<file path="src/rtl/fpr_pkg.sv">
// Shared types and constants for the floating-point register-file sequencer.
//   FPR_AW / FPR_W : register address width and register width
//   fpr_seq_state_t: sequencer FSM states
//   fpr_req_t      : latched request payload (write flag, double flag, register, data)
// Vector ranges run MSB-first ([0:N-1]) to match the register-file bus convention.
package fpr_pkg;

  localparam int unsigned FPR_AW = 5;
  localparam int unsigned FPR_W  = 32;
  localparam int unsigned FPR_DW = 2 * FPR_W;

  typedef enum logic [1:0] {
    IDLE = 2'd0,
    LO   = 2'd1,
    HI   = 2'd2,
    RESP = 2'd3
  } fpr_seq_state_t;

  typedef struct packed {
    logic              wr;
    logic              dbl;
    logic [0:FPR_AW-1] reg_idx;
    logic [0:FPR_DW-1] wdata;
  } fpr_req_t;

  // Odd register number: the last bit of an MSB-first index is the LSB.
  function automatic logic fpr_is_odd(input logic [0:FPR_AW-1] r);
    return r[FPR_AW-1];
  endfunction

  // Second register of an even/odd pair; the caller guarantees r is even.
  function automatic logic [0:FPR_AW-1] fpr_pair_hi(input logic [0:FPR_AW-1] r);
    return FPR_AW'(r + FPR_AW'(1));
  endfunction

endpackage

</file>
<file path="src/rtl/fpr_dword_sequencer.sv">
// Sequences single- and double-precision accesses to the 32x32 FP register file.
// A double occupies an even/odd register pair and takes two register-file cycles.
// Ports:
//   clk, reset            clock, synchronous active-high reset
//   req_valid/req_ready   request handshake (ready only in IDLE)
//   req_wr, req_dbl       write / double-precision flags
//   req_reg, req_wdata    target register (even for doubles), write data
//   rsp_valid/rsp_ready   response handshake
//   rsp_err, rsp_rdata    odd-pair rejection flag, assembled read data
//   fpr_rs, fpr_rd        register-file read / write addresses
//   fpr_rdst              destination select, tied high
//   fpr_regwr             register-file write enable (forced low during reset)
//   fpr_busw, fpr_busa    register-file write data / combinational read data
module fpr_dword_sequencer
  import fpr_pkg::*;
#(
  parameter int unsigned REG_AW = FPR_AW,
  parameter int unsigned WORD_W = FPR_W
) (
  input  logic                clk,
  input  logic                reset,
  input  logic                req_valid,
  output logic                req_ready,
  input  logic                req_wr,
  input  logic                req_dbl,
  input  logic [0:REG_AW-1]   req_reg,
  input  logic [0:2*WORD_W-1] req_wdata,
  output logic                rsp_valid,
  input  logic                rsp_ready,
  output logic                rsp_err,
  output logic [0:2*WORD_W-1] rsp_rdata,
  output logic [0:REG_AW-1]   fpr_rs,
  output logic [0:REG_AW-1]   fpr_rd,
  output logic                fpr_rdst,
  output logic                fpr_regwr,
  output logic [0:WORD_W-1]   fpr_busw,
  input  logic [0:WORD_W-1]   fpr_busa
);

  fpr_seq_state_t    state_q, state_d;
  fpr_req_t          req_q, req_d, req_in;
  logic              ready_q, ready_d;
  logic              valid_q, valid_d;
  logic              err_q, err_d;
  logic [0:FPR_DW-1] rdata_q, rdata_d;
  logic [0:FPR_AW-1] rs_q, rs_d;
  logic [0:FPR_AW-1] rd_q, rd_d;
  logic              regwr_q, regwr_d;
  logic [0:FPR_W-1]  busw_q, busw_d;
  logic [0:FPR_W-1]  busa;

  assign busa = FPR_W'(fpr_busa);

  // Incoming request in package form.
  always_comb begin
    req_in         = '0;
    req_in.wr      = req_wr;
    req_in.dbl     = req_dbl;
    req_in.reg_idx = FPR_AW'(req_reg);
    req_in.wdata   = FPR_DW'(req_wdata);
  end

  // Next state, request latch, read-data capture and next registered outputs.
  always_comb begin
    state_d = state_q;
    req_d   = req_q;
    rdata_d = rdata_q;
    ready_d = 1'b0;
    valid_d = 1'b0;
    err_d   = 1'b0;
    rs_d    = rs_q;
    rd_d    = rd_q;
    regwr_d = 1'b0;
    busw_d  = '0;

    unique case (state_q)
      IDLE: begin
        if (req_valid) begin
          req_d   = req_in;
          rdata_d = '0;
          if (req_in.dbl && fpr_is_odd(req_in.reg_idx)) begin
            state_d = RESP;
            err_d   = 1'b1;
          end else begin
            state_d = LO;
          end
        end
      end
      LO: begin
        if (!req_q.wr) rdata_d[0:FPR_W-1] = busa;
        state_d = req_q.dbl ? HI : RESP;
      end
      HI: begin
        if (!req_q.wr) rdata_d[FPR_W:FPR_DW-1] = busa;
        state_d = RESP;
      end
      RESP: begin
        if (rsp_ready) state_d = IDLE;
        else           err_d   = err_q;
      end
      default: state_d = IDLE;
    endcase

    // Outputs are registered, so they are decoded from the state being entered.
    unique case (state_d)
      IDLE: ready_d = 1'b1;
      LO: begin
        rs_d    = req_d.reg_idx;
        rd_d    = req_d.reg_idx;
        regwr_d = req_d.wr;
        if (req_d.wr) busw_d = req_d.wdata[0:FPR_W-1];
      end
      HI: begin
        rs_d    = fpr_pair_hi(req_d.reg_idx);
        rd_d    = fpr_pair_hi(req_d.reg_idx);
        regwr_d = req_d.wr;
        if (req_d.wr) busw_d = req_d.wdata[FPR_W:FPR_DW-1];
      end
      RESP: valid_d = 1'b1;
      default: ready_d = 1'b0;
    endcase
  end

  // State and output registers.
  always_ff @(posedge clk) begin
    if (reset) begin
      state_q <= IDLE;
      req_q   <= '0;
      rdata_q <= '0;
      ready_q <= 1'b1;
      valid_q <= 1'b0;
      err_q   <= 1'b0;
      rs_q    <= '0;
      rd_q    <= '0;
      regwr_q <= 1'b0;
      busw_q  <= '0;
    end else begin
      state_q <= state_d;
      req_q   <= req_d;
      rdata_q <= rdata_d;
      ready_q <= ready_d;
      valid_q <= valid_d;
      err_q   <= err_d;
      rs_q    <= rs_d;
      rd_q    <= rd_d;
      regwr_q <= regwr_d;
      busw_q  <= busw_d;
    end
  end

  assign req_ready = ready_q;
  assign rsp_valid = valid_q;
  assign rsp_err   = err_q;
  assign rsp_rdata = (2*WORD_W)'(rdata_q);
  assign fpr_rs    = REG_AW'(rs_q);
  assign fpr_rd    = REG_AW'(rd_q);
  assign fpr_rdst  = 1'b1;
  assign fpr_busw  = WORD_W'(busw_q);
  // The register file writes on the falling edge; block it whenever reset is high.
  assign fpr_regwr = regwr_q & ~reset;

endmodule

</file>
<file path="config.mk">
export PLATFORM = sky130hd
export DESIGN_NAME = fpr_dword_sequencer
export DESIGN_NICKNAME = d
export VERILOG_FILES = /design/src/rtl/fpr_pkg.sv /design/src/rtl/fpr_dword_sequencer.sv
export SDC_FILE = /design/constraint.sdc
export NUM_CORES = 1
export LEC_CHECK = 0
export ABC_CLOCK_PERIOD_IN_PS = 4900
export CORE_AREA = 5 5 120 122
export CTS_BUF_LIST = sky130_fd_sc_hd__clkbuf_8
export DETAILED_ROUTE_END_ITERATION = 6
export DIE_AREA = 0 0 125 127
export HOLD_SLACK_MARGIN = 0.02
export PLACE_DENSITY = 0.86
export SYNTH_ARGS = -nofsm -noshare
export SYNTH_HDL_FRONTEND = slang
export SYNTH_SLANG_ARGS = --single-unit
</file>
<file path="constraint.sdc">
create_clock -name clk -period 4.9 [get_ports clk]
set_input_delay 0.49 -clock clk [delete_from_list [all_inputs] [get_ports clk]]
set_output_delay 0.49 -clock clk [all_outputs]
set_load 0.005 [all_outputs]
</file>
==> results of run 1 <==
[layout by cell type (no fill, tap or decap), drive strengths merged, types with 7 or more instances in the layout]
master / n
and2: 47
nand2: 16
mux2: 48
a2bb2oi: 19
mux2i: 21
dfxtp: 178
buf: 11
nand4: 7
clkdlybuf4s50: 215
clkbuf: 21
inv: 15
nor2: 124
a22oi: 77
[registers in the layout (all words and copies together), names as in the netlist]
register   flops
req_ready      1
regwr_q        1
req_q         71
state_q        2
rsp_valid      1
rsp_rdata     64
fpr_busw      32
rsp_err        1
fpr_rd         5
[cell type report]
type | instances | area [µm²] | area share, %
clock buffer | 21 | 289 | 3.18
clock inverter | 11 | 63.8 | 0.703
inverter | 8 | 30.0 | 0.331
multi-input combinational | 393 | 2670 | 29.4
sequential | 178 | 3560 | 39.3
tap | 176 | 220 | 2.43
timing repair buffer | 226 | 2240 | 24.7
[worst register-to-register path, delay by kind of cell, from the launching register on]
kind | cells | cell delay (ns)
flip-flops | 1 | 0.58
AO/OA/AOI/OAI | 2 | 0.35
buffers and inverters | 2 | 0.44
multiplexers | 1 | 0.39
adder cells (fa/ha/maj) | 1 | 0.89
AND/OR/NAND/NOR | 2 | 0.18
[cell families after synthesis]
| logic type | after synthesis |
|---|---|
| and+or+nand+nor | 205 |
| DFF | 178 |
| AOI/OAI and AO/OA | 109 |
| muxes | 69 |
| buffers and inverters | 62 |
| adders and majority gates | 5 |
| xor gates and xnor gates | 4 |
| other | 1 |
[power by group]
| part | switching, W | total (W) | leakage [nW] | internal, W |
|---|---|---|---|---|
| Combinational | 0.000272 | 0.000589 | 1.78 | 0.000317 |
| Sequential | 0.0000427 | 0.00157 | 1.45 | 0.00153 |
| Clock | 0.000496 | 0.000895 | 0.191 | 0.000399 |
[metal layers]
layer	up-vias	global-route usage, %	routed length, µm
met5	-	0	11
met4	2	8.80	396
met1	2536	25.3	7340
met3	35	8.85	1590
li1	2560	-	-
met2	224	35.1	8040
[per-stage QoR]
| stage | util, % | cells | cell area [µm²] | hold slack (ns) |
|---|---|---|---|---|
| floorplan | - | 633 | 6560 | 0.434 |
| global placement | 66.6 | 980 | 8710 | 0.449 |
| detailed placement | 66.6 | 980 | 8710 | 0.461 |
| CTS | 69.3 | 1012 | 9060 | 0.481 |
| global route | 69.4 | 1013 | 9080 | 0.509 |
| finish | 69.4 | 1013 | 9080 | 0.481 |
[path summary, 6_finish.rpt]
check,from,slack [ns],depth (start not counted),to
worst max register to register,state_q[1],2.00,8,fpr_busw[4]
worst min-delay path,req_q[69],0.48,2,req_q[69]
worst max-delay path,state_q[1],2.00,8,fpr_busw[4]
worst min register to register,req_q[69],0.48,2,req_q[69]
==> flow_metrics.env, run 1 <==
export IMPL_n_antenna_cell=0
export IMPL_fin_skew_ns=0.0127
export IMPL_synth_nets=745
export IMPL_max_stage_delay_ns=0.89
export IMPL_vias=5357
export IMPL_cellPowerDensity_nw_per_um2=337
export IMPL_drive_gt1_share_pct=11.2
export IMPL_synth_edf_count=0
export IMPL_min_period_ns=2.90
export IMPL_coreArea_um2=13100
export IMPL_max_freq_mhz=344
export IMPL_gp_congestion=0.801
export IMPL_power_w=0.00306
export IMPL_critPathKind="flop to flop"
export IMPL_synth_distinct_cells=34
export IMPL_root_buffer="clkbuf_8"
export IMPL_portBuffers=216
export IMPL_row_count=42
export IMPL_p_leak_nw=3.42
export IMPL_synth_compound_area_share_pct=12.7
export IMPL_grt_pass1_vias=5493
export IMPL_synth_fa_ha_area_share_pct=0.954
export IMPL_num_io_pins=218
export IMPL_peakVddDrop_mv=0.226
export IMPL_overflow=0
export IMPL_arrival_ns=3.27
export IMPL_ys_flop_type="dfxtp_1"
export IMPL_setup_violations=0
export IMPL_viasPerCell=5.29
export IMPL_ys_warn_count=0
export IMPL_dieArea_um2=15900
export IMPL_slew_headroom_pct=26.2
export IMPL_antenna_found_initial=1
export IMPL_pre_cts_slack_ns=1.62
export IMPL_cpLargestDelayFamily="adder cells"
export IMPL_place_detailed_hpwl_um=12200
export IMPL_maxCapViolations=0
export IMPL_ys_seq_area_share_pct=54.3
export IMPL_htree_levels=4
export IMPL_synth_top_family_by_area="simple AND/OR/NAND/NOR gates"
export IMPL_slew_violations=0
export IMPL_clk_path_buf_depth=2
export IMPL_insertion_delay_ns=0.44
export IMPL_start_util_pct=50.1
export IMPL_drt_iter0_drc=405
export IMPL_yosysMostFrequentCell="dfxtp_1"
export IMPL_yosys_area_share_simple_pct=14.6
export IMPL_period_share_pct=59.3
export IMPL_cts_hold_buf=0
export IMPL_synth_top_cell_area_share_pct=54.3
export IMPL_cp_common_cell="inv_1"
export IMPL_layout_setup_ws_ns=2.00
export IMPL_nNetsFinal=936
export IMPL_crit_slowest_cell="ha_1"
export IMPL_grt_max_degree=101
export IMPL_cts_setup_buffers=0
export IMPL_worstPathRequired_ns=5.27
export IMPL_wl_per_cell_um=17.2
export IMPL_synth_area_um2=6560
export IMPL_muxShareOfSynthArea_pct=11.5
export IMPL_clk_pin_slew_worst_paths_ns=0.09
export IMPL_hold_viol_final=0
export IMPL_drc=0
export IMPL_cp_start_kind="flop"
export IMPL_cts_num_sinks=178
export IMPL_path_max_fanout=27
export IMPL_ys_seq_elements=178
export IMPL_synth_common_cells="dfxtp_1, nor2_1, a22oi_1, and2_1, mux2_2"
export IMPL_fp_dieH_um=127
export IMPL_yosysTopAreaCell="dfxtp_1"
export IMPL_rsz0062_at_grt="false"
export IMPL_synth_xor_area_share_pct=0.534
export IMPL_drt_first_pass_iters=5
export IMPL_ys_top_cells_by_area="dfxtp_1, a22oi_1, mux2_2, nor2_1, and2_1"
export IMPL_syn_inst=633
export IMPL_path_cells="mux2_2 > nand2_1 > o31ai_1 > inv_1 > ha_1 > inv_1 > a2bb2oi_1 > nor2_1"
export IMPL_die_x_um=125
export IMPL_drtAntennaViolNets=0
export IMPL_path_buf_inv=2
export IMPL_nFillCells=968
export IMPL_ctsResizeCount=0
export IMPL_async_reset_ff_share_pct=0
export IMPL_area_growth_pct=38.4
export IMPL_syn_avg_cell_area_um2=10.4
export IMPL_end_kind="flop"
export IMPL_worstHoldPathType="flop to flop"
export IMPL_fin_tns_setup_ns=0
export IMPL_drt_total_wl_um=17400
export IMPL_grt_usage_pct=21.5
export IMPL_tightest_slew_ns=1.11
export IMPL_grt_pass1_wl_um=27900
export IMPL_cts_tree="built"
export IMPL_cts_made_buffers=17
export IMPL_status="completed"
(Power assumes the default switching activity.)
==> run 2: changes to the inputs <==
==> config.mk (replaced) <==
export PLATFORM = sky130hd
export DESIGN_NAME = fpr_dword_sequencer
export DESIGN_NICKNAME = d
export VERILOG_FILES = /design/src/rtl/fpr_pkg.sv /design/src/rtl/fpr_dword_sequencer.sv
export SDC_FILE = /design/constraint.sdc
export NUM_CORES = 1
export LEC_CHECK = 0
export ABC_CLOCK_PERIOD_IN_PS = 2300
export CORE_AREA = 5 5 130 132
export CTS_BUF_LIST = sky130_fd_sc_hd__clkbuf_8
export DETAILED_ROUTE_END_ITERATION = 6
export DIE_AREA = 0 0 135 137
export HOLD_SLACK_MARGIN = 0.02
export PLACE_DENSITY = 0.78
export SYNTH_ARGS = -nofsm -noshare
export SYNTH_HDL_FRONTEND = slang
export SYNTH_SLANG_ARGS = --single-unit
==> constraint.sdc (replaced) <==
create_clock -name clk -period 2.3 [get_ports clk]
set_input_delay 0.23 -clock clk [delete_from_list [all_inputs] [get_ports clk]]
set_output_delay 0.23 -clock clk [all_outputs]
set_load 0.005 [all_outputs]
==> run 2 against run 1 <==
Critical path type unchanged. Setup slack worse by 1.8 ns. Power up 120%. Routed wire length rose by 0.89%. Fmax up 41%. Sequential power is 110% higher. Cell area up 3.2%. Register-to-register slack worse by 1.8 ns. Largest power group unchanged. First-iteration DRC count shrank 35%. Final cell count is 5.4% higher. Hold slack worse by 0.32 ns. Sequential share of layout area is 1.2 points lower. Core utilization down 9.3 points.
==> flow_metrics.env, run 2 (same netlist as run 1, synthesis figures left out) <==
export IMPL_seq_area_um2=3560
export IMPL_power_internal_w=0.00495
export IMPL_path_max_fanout=8
export IMPL_cts_num_sinks=178
export IMPL_drc=0
export IMPL_largest_register_ffs=71
export IMPL_wl_met1_um=7570
export IMPL_clkPwrFrac_pct=30.6
export IMPL_min_period_ns=2.06
export IMPL_status="completed"
export IMPL_drt_total_wl_um=17500
export IMPL_reg2reg_slack_ns=0.24
export IMPL_met3_length_um=1980
export IMPL_vias=5249
export IMPL_slew_violations=0
export IMPL_rsz0062_at_grt="false"
export IMPL_grt_pass1_vias=5362
export IMPL_slew_headroom_pct=53.0
export IMPL_maxCapViolations=0
export IMPL_pwr_share_seq_pct=49.6
export IMPL_cts_tree="built"
export IMPL_cp_start_kind="flop"
export IMPL_cts_hold_buf=0
export IMPL_drt_first_pass_iters=6
export IMPL_root_buffer="clkbuf_8"
export IMPL_layout_commonest_cell="clkdlybuf4s50_1"
export IMPL_cts_made_buffers=17
export IMPL_area_growth_pct=42.8
export IMPL_end_kind="flop"
export IMPL_place_detailed_hpwl_um=12200
export IMPL_highest_layer="met4"
export IMPL_cts_setup_buffers=0
export IMPL_tightest_slew_ns=0.705
export IMPL_largest_register="req_q"
export IMPL_net_switching_power_w=0.00178
export IMPL_max_freq_mhz=486
export IMPL_grt_pass1_wl_um=27800
export IMPL_worstPathRequired_ns=2.66
export IMPL_num_io_pins=218
export IMPL_fin_skew_ns=0.0117
export IMPL_p_leak_nw=3.53
export IMPL_dieArea_um2=18500
export IMPL_row_count=46
export IMPL_arrival_ns=2.42
export IMPL_start_util_pct=42.0
export IMPL_fin_cells=1068
export IMPL_ctsResizeCount=0
export IMPL_comb_power_share_pct=19.8
export IMPL_insertion_delay_ns=0.45
export IMPL_drtAntennaViolNets=0
export IMPL_fin_tns_setup_ns=0
export IMPL_power_w=0.00673
export IMPL_overflow=0
export IMPL_worstHoldPathType="input pin to flop"
export IMPL_cellPowerDensity_nw_per_um2=719
export IMPL_viasPerCell=4.91
export IMPL_clk_pin_slew_worst_paths_ns=0.09
export IMPL_drive_gt1_share_pct=13.3
export IMPL_antenna_found_initial=0
export IMPL_layout_common_cells="clkdlybuf4s50_1, dfxtp_1, nor2_1"
export IMPL_fp_dieH_um=137
export IMPL_wl_per_cell_um=16.4
export IMPL_period_share_pct=89.5
export IMPL_portBuffers=216
export IMPL_htree_levels=4
export IMPL_wl_met2_um=7760
export IMPL_peakVddDrop_mv=0.375
export IMPL_grt_usage_pct=19.1
export IMPL_die_x_um=135
export IMPL_switching_share_pct=26.5
export IMPL_clk_path_buf_depth=2
export IMPL_setup_violations=0
export IMPL_grt_max_degree=51
export IMPL_critPathKind="flop to flop"
export IMPL_place_inst=1037
export IMPL_nNetsFinal=952
export IMPL_hold_viol_final=0
export IMPL_multiInputGateArea_um2=2670
export IMPL_drt_iter0_drc=265
export IMPL_coreArea_um2=15600
export IMPL_nFillCells=1318
export IMPL_n_antenna_cell=0
export IMPL_gp_congestion=0.777
-- run 2: cell types whose count changed in the layout (fill, tap and decap cells not counted), sizes merged --
cell      delta
buf         +16
bufinv       +1
clkbuf       -1
clkinv       +2
clkinvlp     -1
inv          -2
-- run 2: per-stage QoR --
step | hold WS (ns) | worst slack (ns) | util [%] | cell area [µm²]
after floorplan | 0.366 | 0.229 | - | 6560
after global placement | 0.449 | 0.124 | 57.6 | 8990
after global routing | 0.147 | 0.0673 | 60.0 | 9370
final | 0.160 | 0.242 | 60.0 | 9370
after CTS | 0.131 | 0.245 | 60.0 | 9370
after detailed placement | 0.455 | 0.0652 | 57.6 | 8990
-- run 2: worst paths after layout --
check | from | end | cells after the start
worst min register to register | req_q[69] | req_q[69] | 2
worst max-delay path | state_q[1] | fpr_rd[0] | 8
worst max register to register | state_q[1] | fpr_rd[0] | 8
worst min-delay path | reset | req_q[62] | 2
-- run 2: power by group through the flow --
stage               registers [W]  logic (W)  clock network, W
global placement          0.00341    0.00133                 0
CTS                       0.00334    0.00135           0.00213
global route              0.00336    0.00146           0.00226
detailed placement        0.00341    0.00134                 0
floorplan                 0.00340   0.000724                 0
finish                    0.00334    0.00134           0.00206
-- run 2: metal layers --
metal | up-vias | track usage [%]
li1 | 2584 | -
met1 | 2461 | 24.1
met4 | 0 | 6.55
met2 | 191 | 28.7
met3 | 13 | 9.30
met5 | - | 0
-- run 2: area by class of cell --
cell class	count	area share (%)
multi-input combinational	393	28.5
inverter	8	0.321
timing repair buffer	242	26.2
tap	216	2.89
sequential	178	38.0
clock inverter	11	1.10
clock buffer	20	2.94
-- run 2: critical path, cell delays in order, from the launching register on --
cell	delay [ns]
dfxtp_1	0.33
buf_4	0.18
mux2_2	0.34
nand2_1	0.06
o31ai_1	0.09
ha_1	0.35
nor2_1	0.34
nand2_1	0.13
o221ai_1	0.16
